## src/rtl/uart_pkg.sv

```systemverilog
// -----------------------------------------------------------------------------
// uart_pkg
//   Shared UART definitions for the TX path and a future RX FIFO.
//   UART_DATA_WIDTH : default character width.
//   UART_FIFO_CNT_W : occupancy field width in fifo_status_t, wide enough for any
//                     FIFO depth in use.
//   fifo_status_t   : occupancy and flags of a FIFO, in a common layout.
// -----------------------------------------------------------------------------
package uart_pkg;

    localparam int unsigned UART_DATA_WIDTH = 8;
    localparam int unsigned UART_FIFO_CNT_W = 16;

    typedef struct packed {
        logic [UART_FIFO_CNT_W-1:0] count;
        logic                       empty;
        logic                       full;
        logic                       almost_empty;
    } fifo_status_t;

endpackage

```

## src/rtl/uart_tx_fifo_mem.sv

```systemverilog
// -----------------------------------------------------------------------------
// uart_tx_fifo_mem
//   Storage for uart_tx_fifo. It is a DEPTH x DATA_WIDTH register array with one
//   write port and one asynchronous read port. The storage resets to zero, so
//   the read port never returns X.
// Ports
//   i_clk    rising-edge clock
//   i_rst    asynchronous active-high reset, clears every entry
//   i_we     write enable
//   i_waddr  write address
//   i_wdata  write data
//   i_raddr  read address
//   o_rdata  combinational read data, mem[i_raddr]
// -----------------------------------------------------------------------------
module uart_tx_fifo_mem #(
    parameter int unsigned DATA_WIDTH = 8,
    parameter int unsigned DEPTH      = 16
) (
    input  logic                     i_clk,
    input  logic                     i_rst,
    input  logic                     i_we,
    input  logic [$clog2(DEPTH)-1:0] i_waddr,
    input  logic [DATA_WIDTH-1:0]    i_wdata,
    input  logic [$clog2(DEPTH)-1:0] i_raddr,
    output logic [DATA_WIDTH-1:0]    o_rdata
);

    logic [DATA_WIDTH-1:0] r_mem [DEPTH];

    always_ff @(posedge i_clk or posedge i_rst) begin
        if (i_rst) begin
            for (int i = 0; i < int'(DEPTH); i++) begin
                r_mem[i] <= '0;
            end
        end else if (i_we) begin
            r_mem[i_waddr] <= i_wdata;
        end
    end

    assign o_rdata = r_mem[i_raddr];

endmodule

```

## src/rtl/uart_tx_fifo.sv

```systemverilog
// -----------------------------------------------------------------------------
// uart_tx_fifo
//   Transmit byte FIFO that sits upstream of the uart_tx serializer. The host
//   writes bytes with a valid/ready handshake. The FIFO presents the head entry
//   on tx_data/tx_valid. The head is popped on a 0->1 edge of the serializer's
//   tx_active output, which marks the start of a frame.
//   Optional build macro: UART_TX_FIFO_FLUSH_EN adds the flush input. A flush
//   discards all queued bytes on the next edge and overrides any push or pop in
//   that cycle. The storage contents are kept.
// Ports
//   uart_clk      rising-edge clock
//   rst           asynchronous active-high reset
//   wr_data       byte to enqueue
//   wr_valid      write request
//   wr_ready      FIFO can accept (= !full)
//   tx_data       head entry, to uart_tx
//   tx_valid      head valid (= !empty), to uart_tx
//   tx_active     from uart_tx; a rising edge consumes the head
//   count         occupancy 0..DEPTH
//   empty         count == 0
//   full          count == DEPTH
//   almost_empty  count <= AEMPTY_THRESH
//   flush         (UART_TX_FIFO_FLUSH_EN only) drop all queued bytes
// -----------------------------------------------------------------------------
module uart_tx_fifo
    import uart_pkg::*;
#(
    parameter int unsigned DATA_WIDTH    = UART_DATA_WIDTH,
    parameter int unsigned DEPTH         = 16,
    parameter int unsigned AEMPTY_THRESH = 2
) (
    input  logic                     uart_clk,
    input  logic                     rst,
    input  logic [DATA_WIDTH-1:0]    wr_data,
    input  logic                     wr_valid,
    output logic                     wr_ready,
    output logic [DATA_WIDTH-1:0]    tx_data,
    output logic                     tx_valid,
    input  logic                     tx_active,
    output logic [$clog2(DEPTH):0]   count,
    output logic                     empty,
    output logic                     full,
    output logic                     almost_empty
`ifdef UART_TX_FIFO_FLUSH_EN
    ,
    input  logic                     flush
`endif
);

    localparam int unsigned AW = $clog2(DEPTH);
    localparam int unsigned PW = AW + 1;

    // The pointers carry one extra wrap bit, so full and empty can be told apart.
    logic [PW-1:0] r_wr_ptr;
    logic [PW-1:0] r_rd_ptr;
    logic [PW-1:0] r_count;
    logic          r_tx_active_q;

    logic          w_empty;
    logic          w_full;
    logic          w_push;
    logic          w_pop;
    logic          w_flush;

`ifdef UART_TX_FIFO_FLUSH_EN
    assign w_flush = flush;
`else
    assign w_flush = 1'b0;
`endif

    assign w_empty = (r_wr_ptr == r_rd_ptr);
    assign w_full  = (r_wr_ptr[AW] != r_rd_ptr[AW]) &&
                     (r_wr_ptr[AW-1:0] == r_rd_ptr[AW-1:0]);

    // A flush wins over both ports, so the write is not stored either.
    assign w_push = wr_valid & ~w_full & ~w_flush;
    // A frame start only consumes the head if there is one. A rise while empty is ignored.
    assign w_pop  = tx_active & ~r_tx_active_q & ~w_empty & ~w_flush;

    // r_tx_active_q resets high. A tx_active already high at reset release
    // then does not look like a new frame.
    always_ff @(posedge uart_clk or posedge rst) begin
        if (rst) begin
            r_wr_ptr      <= '0;
            r_rd_ptr      <= '0;
            r_count       <= '0;
            r_tx_active_q <= 1'b1;
        end else begin
            r_tx_active_q <= tx_active;
            if (w_flush) begin
                r_rd_ptr <= r_wr_ptr;
                r_count  <= '0;
            end else begin
                r_wr_ptr <= r_wr_ptr + PW'(w_push);
                r_rd_ptr <= r_rd_ptr + PW'(w_pop);
                r_count  <= r_count + PW'(w_push) - PW'(w_pop);
            end
        end
    end

    uart_tx_fifo_mem #(
        .DATA_WIDTH (DATA_WIDTH),
        .DEPTH      (DEPTH)
    ) u_mem (
        .i_clk   (uart_clk),
        .i_rst   (rst),
        .i_we    (w_push),
        .i_waddr (r_wr_ptr[AW-1:0]),
        .i_wdata (wr_data),
        .i_raddr (r_rd_ptr[AW-1:0]),
        .o_rdata (tx_data)
    );

    assign wr_ready     = ~w_full;
    assign tx_valid     = ~w_empty;
    assign count        = r_count;
    assign empty        = w_empty;
    assign full         = w_full;
    assign almost_empty = (32'(r_count) <= AEMPTY_THRESH);

endmodule
```

## config.mk

```make
export PLATFORM = sky130hd
export DESIGN_NAME = uart_tx_fifo
export DESIGN_NICKNAME = d
export VERILOG_FILES = /design/src/rtl/uart_pkg.sv /design/src/rtl/uart_tx_fifo_mem.sv /design/src/rtl/uart_tx_fifo.sv
export SDC_FILE = /design/constraint.sdc
export NUM_CORES = 1
export LEC_CHECK = 0
export ABC_AREA = 1
export CAP_MARGIN = 20
export CORE_MARGIN = 1.5
export CORE_UTILIZATION = 49
export DETAILED_ROUTE_END_ITERATION = 8
export MAX_ROUTING_LAYER = met4
export PLACE_DENSITY = 0.65
export SLEW_MARGIN = 20
export SYNTH_ARGS = -nofsm -noshare
export SYNTH_HDL_FRONTEND = slang
export SYNTH_SLANG_ARGS = --single-unit
```

## constraint.sdc

```tcl
create_clock -name uart_clk -period 13.6 [get_ports uart_clk]
set_input_delay 1.36 -clock uart_clk [delete_from_list [all_inputs] [get_ports uart_clk]]
set_output_delay 1.36 -clock uart_clk [all_outputs]
set_load 0.02 [all_outputs]
```

Word level (Yosys, flattened, before mapping)
Cells that the tools add are included.

operators by class
  $add $sub $neg = 4
  magnitude comparators = 4
  bitwise gates (word level) = 8
  reduce and logical (&&, ||, !) cells = 2
  multiplexer cells = 6
  eq/ne operators = 3

operator list
  kind                                                                              count
  128-bit bitwise mux                                                               1
  8-bit binary-select mux with 4-bit select                                         1
  8-bit demux with 4-bit select                                                     1
  8-bit 2-to-1 mux                                                                  3
  5-bit by 1-bit adder with 5-bit output                                            3
  5-bit greater-or-equal comparator, second input constant                          2
  4-bit inverter with 5-bit output                                                  2
  5-bit == test                                                                     1
  5-bit by 2-bit less-or-equal comparator with 1-bit output, second input constant  1
  5-bit by 1-bit < comparator with 1-bit output, second input constant              1
  5-bit by 1-bit subtractor with 5-bit output                                       1
  4-bit == test                                                                     1
  1-bit AND                                                                         3
  1-bit inverter                                                                    3
  1-bit logical AND                                                                 2
  1-bit != test                                                                     1

word-level totals
  bits of input ports = 12
  output and inout port bits = 18
  logic and storage cells = 47
  flip-flop bits (word level) = 144

Depth between registers and ports, before layout
  depth after elaboration = 6
  mapped depth = 18
  mapped depth without buffers = 17

Hierarchy
Synthesis repeated with hierarchy kept, for this count alone.

second synthesis, totals
  cells, all modules = 939
  area, all modules = 7176.9 sq um

modules (own cells, without submodules)
  module            instances  area an instance (sq um)  cells each  sequential area each (sq um)
  uart_tx_fifo_mem  1          6247.2                    838         3203.1
  uart_tx_fifo      1          929.6                     101         401.6

Worst setup path after synthesis
Ideal clock, no wire load.

  path type = input port to flip-flop
  start point = input wr_valid
  end point = register r_count[4] (netlist: count[4])
  data required time = 13472 ps
  arrival time = 3448 ps
  path slack = 10024 ps
  stages = 12
  cell sequence = buf_4 > clkbuf_1 > buf_2 > nand2_1 > ha_1 > inv_1 > ha_1 > inv_1 > fa_1 > o21ai_0 > a21oi_1 > xor2_1

between the ends
  longest elaborated chain between the ends = 3

ends and longest elaborated chain
  element                                      RTL line            source
  start: declaration                           uart_tx_fifo.sv:35  input logic wr_valid,
  1-bit AND                                    uart_tx_fifo.sv:76  assign w_push = wr_valid & ~w_full & ~w_flush;
  5-bit by 1-bit adder with 5-bit output       uart_tx_fifo.sv:96  r_count <= r_count + PW'(w_push) - PW'(w_pop);
  5-bit by 1-bit subtractor with 5-bit output  uart_tx_fifo.sv:96
  end signal: assignment                       uart_tx_fifo.sv:96
  end: declaration                             uart_tx_fifo.sv:56  logic [PW-1:0] r_count;

Every way passes these cells.
A chain may end at the register's enable or synchronous reset.

Worst setup path after layout
  start point = register r_rd_ptr[1]
  end point = output tx_data[1]

between the ends
  longest elaborated chain between the ends = 4

ends and longest elaborated chain
  element                                                 RTL line                source
  start: declaration                                      uart_tx_fifo.sv:55      logic [PW-1:0] r_rd_ptr;
  start signal: assignment                                uart_tx_fifo.sv:91      r_rd_ptr <= r_wr_ptr;
  start signal: assignment                                uart_tx_fifo.sv:95      r_rd_ptr <= r_rd_ptr + PW'(w_pop);
  4-bit inverter with 5-bit output (implied by the code)  uart_tx_fifo_mem.sv:40  assign o_rdata = r_mem[i_raddr];
  8-bit binary-select mux with 4-bit select               uart_tx_fifo_mem.sv:40
  8-bit 2-to-1 mux (implied by the code) (2 in a row)     uart_tx_fifo_mem.sv:40
  end: declaration                                        uart_tx_fifo.sv:37      output logic [DATA_WIDTH-1:0] tx_data,

Every way passes these cells. The select of a mux whose other input is x is not followed.

==> results_dict.tcl <==
set metrics [dict create \
    cts-resized-gates 0 \
    holdBufCountCts 0 \
    p_per_area_mw_per_mm2 267 \
    first_global_vias 6493 \
    gp_congestion 0.828 \
    ys_ff_latch 144 \
    cts_setup_buffers 0 \
    cts.sinks 144 \
    dieWidth_um 128 \
    vdd_drop_max_mv 0.176 \
    fin_crit_sh_pct 31.2 \
    grt.total_usage_pct 29.1 \
    outcome "finished clean" \
    grt_pass1_wl_um 35900 \
    ys_top_cells_by_area "dfrtp_1 (47%), nand2_1 (16%), nand4_1 (10%)" \
    synth-xor-area-share_pct 1.14 \
    setup_viol 0 \
    multi_input_area_mm2 0.00356 \
    wl_per_cell_um 18.7 \
    arrival_ns 2.88 \
    fmax_mhz 236 \
    htreeDepth 4 \
    place_ws_ns 9.73 \
    area.sequential_mm2 0.00361 \
    worstPathRequired_ns 12.24 \
    core_mm2 0.0153 \
    syn_nets 992 \
    yosysWarnings 0 \
    globalRoute.totalOverflow 0 \
    clk_pin_slew_ns 0.06 \
    drt_iter0_drc 811 \
    yosysTopAreaCell "dfrtp_1" \
    n_antenna_cell 0 \
    io_buffers 29 \
    cts_tree "done" \
    criticalPathCategory "reg2out" \
    crit_fanout 54 \
    ys_seq_area_share_pct 46.9 \
    yosys.area_share.adder_pct 2.21 \
    cts_made_buffers 17 \
    synth_top_family_by_area "simple AND/OR/NAND/NOR gates" \
    final.setup_skew_ns 0.00800 \
    fin_nets 976 \
    synth_compound_area_share_pct 6.47 \
    avgSynthCellArea_um2 7.95 \
    fin_setup_tns_ns 0 \
    dr.pass1.iters 5 \
    areaGrowthSynthToFinish_pct 11.4 \
    hold_viol 0 \
    dp_hpwl_um 13200 \
    post-route-min-period_ns 4.24 \
    synth.cell_area_mm2 0.00769 \
    start_util_pct 50.4 \
    antenna_found_initial 0 \
    leakagePower_nw 4.18 \
    io_pins 30 \
    finalWorstSetupSlack_ns 9.36 \
    grt_max_degree 86 \
    drc 0 \
    worst_pin_slew_ns 1.05 \
    p_comb_share_pct 43.7 \
    relSlewSlack_pct 29.9 \
    yosys.area.top_type_share_pct 46.5 \
    drtAntennaViolNets 0 \
    nFillCells 1426 \
    num_rows 45 \
    hp-class "reg2reg" \
    clkPwrFrac_pct 23.3 \
    muxShareOfSynthArea_pct 0 \
    swShare_pct 43.0 \
    mostFrequentLayoutCell "nand2_1" \
    internal_power_mw 1.31 \
    clock_path_buffers 2 \
    switching_power_mw 0.985 \
    cp-end-kind "output port" \
    crit_path_start_kind "register" \
    seq_power_share_pct 33.1 \
    die_area_mm2 0.0165 \
    cap_viol_max_count 0 \
    vias 6896 \
    cts_root_buf "clkbuf_16" \
    clock_latency_ns 0.43 \
    rsz0062_at_grt "no" \
    syn_inst 967 \
    final_layout_size_suffix_gt1_share_pct 7.05 \
    final_cell_mix "nand2_1 (318), dfrtp_1 (142), nand4_1 (128)" \
    detail_route.vias_per_cell 5.87 \
    synth-simple-area-share_pct 36.3 \
    slew_viol_final 0 \
    wl_um 22000 \
    die_h_um 128 \
    ys_types 26 \
]
==> registers in the layout, summed over array words and instances (netlist names) <==
signal and count:
u_mem.r_mem 128, count 5, r_rd_ptr 5, r_wr_ptr 5, r_tx_active_q 1
==> synth_stat cells <==
| master | n |
|---|---|
| inv_1 | 26 |
| nor2_1 | 122 |
| fa_1 | 1 |
| buf_2 | 13 |
| xor2_1 | 8 |
| nand3b_1 | 1 |
| nand3_4 | 10 |
| nand3_2 | 7 |
| buf_1 | 18 |
| nand3_1 | 15 |
| xnor2_1 | 2 |
| ha_1 | 12 |
| clkbuf_1 | 23 |
| dfstp_2 | 1 |
| clkinv_1 | 1 |
| buf_4 | 1 |
| nor2_2 | 2 |
| inv_2 | 5 |
| nand4_1 | 128 |
| buf_6 | 17 |
| nand2_1 | 318 |
| o21ai_1 | 4 |
| o211ai_1 | 13 |
| dfrtp_1 | 143 |
| a21oi_1 | 2 |
| o21ai_0 | 74 |
==> cell families (layout without fill, tap and decap cells) <==
| logic type | after synthesis | after routing |
|---|---|---|
| buffers and inverters | 104 | 101 |
| AOI/OAI and AO/OA | 93 | 93 |
| xor gates and xnor gates | 10 | 10 |
| and+or+nand+nor | 603 | 603 |
| DFF | 144 | 144 |
| adders and majority gates | 13 | 13 |
==> power by group through the flow <==
| stage | combinational (mW) | clock, mW | sequential, mW |
|---|---|---|---|
| 6_report | 1.00 | 0.533 | 0.757 |
| 4_1_cts | 0.997 | 0.537 | 0.754 |
| 2_1_floorplan | 0.728 | 0 | 0.724 |
| 5_1_grt | 1.13 | 0.553 | 0.778 |
| 3_3_place_gp | 0.981 | 0 | 0.758 |
| 3_5_place_dp | 0.994 | 0 | 0.755 |
==> worst paths after layout <==
| path | from | end | slack, ns | cells past startpoint |
|---|---|---|---|---|
| max | r_rd_ptr[1]$_DFF_PP0_ | tx_data[1] | 9.36 | 8 |
| min | u_mem.r_mem[87]$_DFFE_PP0P_ | u_mem.r_mem[87]$_DFFE_PP0P_ | 0.46 | 2 |
| max reg2reg | r_rd_ptr[0]$_DFF_PP0_ | count[4]$_DFF_PP0_ | 9.73 | 15 |
| min reg2reg | u_mem.r_mem[87]$_DFFE_PP0P_ | u_mem.r_mem[87]$_DFFE_PP0P_ | 0.46 | 2 |
| max in group asynchronous | rst | u_mem.r_mem[93]$_DFFE_PP0P_ | 10.84 | 3 |
| min in group asynchronous | rst | u_mem.r_mem[11]$_DFFE_PP0P_ | 1.46 | 2 |
==> area by class of cell <==
class	instances	share of cell area [%]
clock buffers	20	5.45
clock inverters	12	2.39
inverters	32	1.46
multi-input cells	719	41.5
flip-flops and latches	144	42.1
well taps	211	3.08
repair buffers	37	4.06
==> layer usage <==
layer | global-route usage, % | share of wire [%] | vias up | wire length [µm]
li1 | - | - | 3220 | -
met1 | 41.3 | 46 | 3354 | 10100
met2 | 43.4 | 45 | 287 | 10000
met3 | 5.43 | 7.1 | 35 | 1550
met4 | 7.34 | 1.5 | 0 | 332
met5 | - | 0 | - | 0
==> worst max-delay path: stages, from the launching register on <==
cell and delay, ns:
dfrtp_1 0.32, buf_4 0.49, inv_2 0.26, nor2_1 0.18
o21ai_0 0.16, nand3_1 0.16, nand3_1 0.17, nand2_1 0.12
clkdlybuf4s50_1 0.60
==> stage by stage <==
stage | instances | power (mW) | hold WS (ns) | util [%] | area [µm²]
after floorplan | 967 | 1.45 | 0.437 | - | 7690
after global placement | 1143 | 1.74 | 0.448 | 51.8 | 7900
after detailed placement | 1143 | 1.75 | 0.453 | 51.8 | 7900
after CTS | 1175 | 2.29 | 0.468 | 56.2 | 8570
after global routing | 1175 | 2.46 | 0.481 | 56.2 | 8570
final | 1175 | 2.29 | 0.464 | 56.2 | 8570
Note: power is estimated with default switching activity, not from simulation.
